[src/rtl/clock_enable_gen.sv]
// Bus-phase and clock-enable generator for a 28 MHz master clock.
// Produces the 7 MHz bus strobe, bus-phase levels, E-clock phases and the CPU enable.
module clock_enable_gen #(
    parameter int SUB   = 4,
    parameter int E_DIV = 10
) (
    input  logic             clk28m,
    input  logic             reset_n,
    input  logic             turbo,
    input  logic             sync,
    output logic             clk7_en,
    output logic             c1,
    output logic             c3,
    output logic             cck,
    output logic             cck_en,
    output logic [E_DIV-1:0] eclk,
    output logic             cpu_ce,
    output logic             turbo_act
);

    localparam int SW = $clog2(SUB);
    localparam int EW = $clog2(E_DIV);

    localparam logic [SW-1:0] SUB_LAST = SW'(SUB - 1);
    localparam logic [SW-1:0] C1_END   = SW'(SUB / 2);
    localparam logic [SW-1:0] C3_BEG   = SW'(SUB / 4);
    localparam logic [SW-1:0] C3_END   = SW'(SUB / 4 + SUB / 2);
    localparam logic [EW-1:0] E_LAST   = EW'(E_DIV - 1);

    logic [SW-1:0] r_sub;
    logic [EW-1:0] r_e_cnt;
    logic          r_sync_pend;
    logic          r_turbo_act;

    logic          w_clk7_en;
    logic [EW-1:0] w_e_next;

    assign w_clk7_en = (r_sub == SUB_LAST);

    // A live sync request at the boundary counts the same as a pending one.
    always_comb begin
        w_e_next = r_e_cnt + 1'b1;
        if (r_sync_pend || sync || (r_e_cnt == E_LAST)) begin
            w_e_next = '0;
        end
    end

    always_ff @(posedge clk28m or negedge reset_n) begin
        if (!reset_n) begin
            r_sub       <= '0;
            r_e_cnt     <= '0;
            r_sync_pend <= 1'b0;
            r_turbo_act <= 1'b0;
        end else begin
            r_sub <= w_clk7_en ? '0 : r_sub + 1'b1;
            if (w_clk7_en) begin
                r_e_cnt     <= w_e_next;
                r_sync_pend <= 1'b0;
                r_turbo_act <= turbo;
            end else if (sync) begin
                r_sync_pend <= 1'b1;
            end
        end
    end

    assign clk7_en   = w_clk7_en;
    assign c1        = (r_sub < C1_END);
    assign c3        = (r_sub >= C3_BEG) && (r_sub < C3_END);
    assign cck       = ~r_e_cnt[0];
    assign cck_en    = w_clk7_en & r_e_cnt[0];
    assign turbo_act = r_turbo_act;
    // SUB is even, so odd sub values are never adjacent across the wrap.
    assign cpu_ce    = r_turbo_act ? r_sub[0] : w_clk7_en;

    always_comb begin
        eclk = '0;
        for (int i = 0; i < E_DIV; i++) begin
            eclk[i] = (r_e_cnt == EW'(i));
        end
    end

endmodule

[config.mk]
export PLATFORM = sky130hd
export DESIGN_NAME = clock_enable_gen
export DESIGN_NICKNAME = d
export VERILOG_FILES = /design/src/rtl/clock_enable_gen.sv
export SDC_FILE = /design/constraint.sdc
export NUM_CORES = 1
export LEC_CHECK = 0
export BUFFER_PORTS_ARGS = -buffer_cell sky130_fd_sc_hd__buf_4
export CAP_MARGIN = 25
export CORE_AREA = 2 2 39 41
export DETAILED_ROUTE_END_ITERATION = 10
export DIE_AREA = 0 0 41 43
export GPL_TIMING_DRIVEN = 0
export MAX_ROUTING_LAYER = met4
export PLACE_DENSITY = 0.7
export SYNTH_ARGS = -nofsm -noshare
export SYNTH_HDL_FRONTEND = slang
export SYNTH_SLANG_ARGS = --single-unit
[constraint.sdc]
create_clock -name clk28m -period 1.15 [get_ports clk28m]
set_input_delay 0.0575 -clock clk28m [delete_from_list [all_inputs] [get_ports clk28m]]
set_output_delay 0.0575 -clock clk28m [all_outputs]
set_load 0.02 [all_outputs]
==> results.md <==
- Vias in the first global route: 538
- Most common cell after layout, fill and taps aside: buf_4
- Number of nets with antenna violations after routing: 0
- Final setup fails: 18
- TritonCTS buffer count: 3
- Die W: 41 microns
- Setup Skew: 0.009497 ns
- DIE HEIGHT: 43 microns
- Maximum clock rate: 701.5 MHz
- Fin crit share: 124.0%
- CTS tree: yes
- Global route overflow: 0
- GPL Wtd Cong: 0.7153
- HP Class: input port to register
- Routed wire per std cell: 16.50 microns
- Core ar.: 0.001384 sq mm
- RSZ-0062 raised after global routing: yes
- Critical Setup Path Class: register to output port
- Layout cells sized above 1: 82.11%
- Layer with the highest usage: met2
- Worst reg2reg path startpoint: r_sub[0]$_DFF_PN0_
- Final setup margin: -0.2755 ns
- Hold Startpoint: turbo
- GR met2 Demand/Resource: 37.50%
- Slowest Stage Delay on Critical Path: 0.41 ns
- Synth unique cells: 24
- Met1 Use GR: 26.16%
- Initial antenna violation count: 0
- Clk buf depth: 2
- Initial Util: 38.34%
- Placed Instance Area: 724.4 sq um
- Via-per-instance ratio: 5.135
- Worst Path Max Fanout: 2
- Fin area: 0.001102 sq mm
- Critical path arrival: 1.37 ns
- I/O pin cnt: 21
- Seq cells post-synth: 8
- Most frequent cells in the layout: buf_4, buf_6, and2_4, ha_4, dfrtp_1
- Failing checks: setup timing
- R2r setup slk: -0.16 ns
- Relative slew margins: 76.35%
- # rows: 14
- Pre-antenna DRT Iters: 4
- I/O Buffers: 20
- Cell count after synthesis: 51
- Min Hold Slack: 0.03454 ns
- Clock transition at the registers of the reported paths: 0.06 ns
- Worst setup SP type: register
- Total track usage: 22.53%
- Worst slew pin tran: 0.3544 ns
- Max cap viols: 0
- Crit path cell chain: ha_4 -> buf_8 -> mux2_2 -> buf_6
- Pin count of the biggest net entering global routing: 9
- Nets@finish: 106
- Total chip power: 0.5852 mW
- Fin. Hold Viols: 0
- Final Util: 79.66%
- YS warnings: 0
- Hold EP: turbo_act$_DFFE_PN0P_
- H-tree depth: 1
- DR vias: 570
- IR drop worst, VDD: 0.0006274 V
- Seq/Total Area, Yosys: 37.74%
- Clock Latency Late Sink: 0.26 ns
- DRC viols: 0
- Area growth, synth to finish: 107.8%
- Tmin final: 1.426 ns
- Mapped Nets: 60
- Synth Cell Area: 530.5 sq um
- Root Driver: clkbuf_4
- Count of buffer and inverter cells on the critical path: 2
- Initial drt markers: 6
- PD cells: 530.9 mW/mm^2
- Hold path depth: 2
- Worst Reg-to-Reg Cells: 7
- Max Transition Viols Final: 0
- Outcome: finished, violations left
- Top delay family on crit path: flip-flops
- Final HPWL DP: 801.6 microns
- Worst flop-to-flop path endpoint: r_e_cnt[2]$_DFFE_PN0P_
- # diodes: 0
- Routed WL: 1.831 mm
- First-pass GRT wire length: 2.553 mm
- Clk sinks: 8
- LEAKAGE: 0.5510 nW
- Syn avg cell area: 10.40 sq um
- Met3 usage: 6.283%
- Die area: 0.001763 sq mm
- CP endpoint kind: output port
- Required time of the critical path: 1.09 ns
- Slowest cell on crit path: dfrtp_1
-- synth_stat cells --
master / count / area (sq um)
nand2b_1: 1 / 6.260
o21ai_1: 1 / 5.000
nand3_4: 1 / 17.52
and2_1: 8 / 50.05
ha_1: 5 / 62.56
mux2_1: 1 / 11.26
nor2_1: 3 / 11.26
nor2b_2: 1 / 8.760
o31ai_1: 1 / 7.510
mux2_2: 1 / 11.26
inv_1: 6 / 22.52
nand3_1: 2 / 10.01
mux2i_1: 1 / 10.01
nand4_1: 2 / 12.51
nor3_1: 1 / 5.000
dfrtp_1: 8 / 200.2
buf_4: 1 / 7.510
o22ai_2: 1 / 12.51
nand3b_4: 1 / 20.02
nand2_1: 1 / 3.750
and3b_1: 1 / 8.760
buf_6: 1 / 11.26
nor2_2: 1 / 6.260
o2111ai_1: 1 / 8.760
-- layer usage --
layer  wire length, microns  vias up
li1                       -      258
met1                    709      286
met2                   1006       20
met3                     71        6
met4                     43        0
met5                      0        -
-- worst register-to-register path, delay by kind of cell (launching register included) --
kind | cells | cell delay, ns
compound gates | 2 | 0.15
flops | 1 | 0.41
buf+inv | 3 | 0.39
simple gates | 1 | 0.09
fa+ha+maj | 1 | 0.18
-- through the flow --
stage               setup slack, ns  setup TNS [ns]  std cells
finish                      -0.2755          -2.437        111
global route                -0.3015          -3.076        111
CTS                         -0.2428          -2.290        109
detailed placement         -0.09525         -0.2384         87
global placement           -0.07583         -0.1356         87
floorplan                  0.005476               0         51
-- cell families (layout without fill, tap and decap cells) --
kind of cell	after synthesis	in the layout	share of synthesized area [%]
flops	8	8	37.74
compound gates	4	4	6.367
mux	3	3	6.132
fa+ha+maj	5	5	11.79
simple gates	23	23	30.19
buf+inv	8	52	7.783
-- final cells by class --
type                       count  area [sq um]
clock buffer                   3         22.52
fill                          86         281.5
inverter                       6         27.53
multi-input combinational     35         420.4
tap                           16         20.02
timing repair buffer          41         381.6
buffer                         2         26.28
sequential                     8         203.9
-- where the power goes --
group | internal, mW | total [mW] | leakage (nW) | switching [mW]
clock | 0.120 | 0.221 | 0.0138 | 0.101
sequential | 0.287 | 0.293 | 0.0979 | 0.00666
combinational | 0.0362 | 0.0710 | 0.439 | 0.0347
total | 0.443 | 0.585 | 0.551 | 0.143
-- registers in the layout (all words and copies together) (netlist names) --
register     count
turbo_act        1
r_sync_pend      1
r_e_cnt          4
r_sub            2
-- how the worst max path moves through the flow --
stage                              to  slack [ns]                    from  cells past startpoint
3_5_place_dp   r_e_cnt[3]$_DFFE_PN0P_        -0.1  r_e_cnt[1]$_DFFE_PN0P_                      5
4_1_cts                        cpu_ce       -0.24      r_sub[0]$_DFF_PN0_                      4
3_3_place_gp   r_e_cnt[3]$_DFFE_PN0P_       -0.08  r_e_cnt[1]$_DFFE_PN0P_                      5
2_1_floorplan  r_e_cnt[3]$_DFFE_PN0P_       0.005  r_e_cnt[1]$_DFFE_PN0P_                      5
5_1_grt                        cpu_ce       -0.30      r_sub[0]$_DFF_PN0_                      4
6_report                       cpu_ce       -0.28      r_sub[0]$_DFF_PN0_                      4
-- timing repair --
action | CTS | global route
gates resized for setup | 48 | 6
pin swaps | 8 | 5
setup buffers | 18 | 4
hold endpoints to repair | 8 | 0
hold buffers | 1 | 0
setup endpoints to repair | 17 | 21
Power figures use the tool's default switching activity.
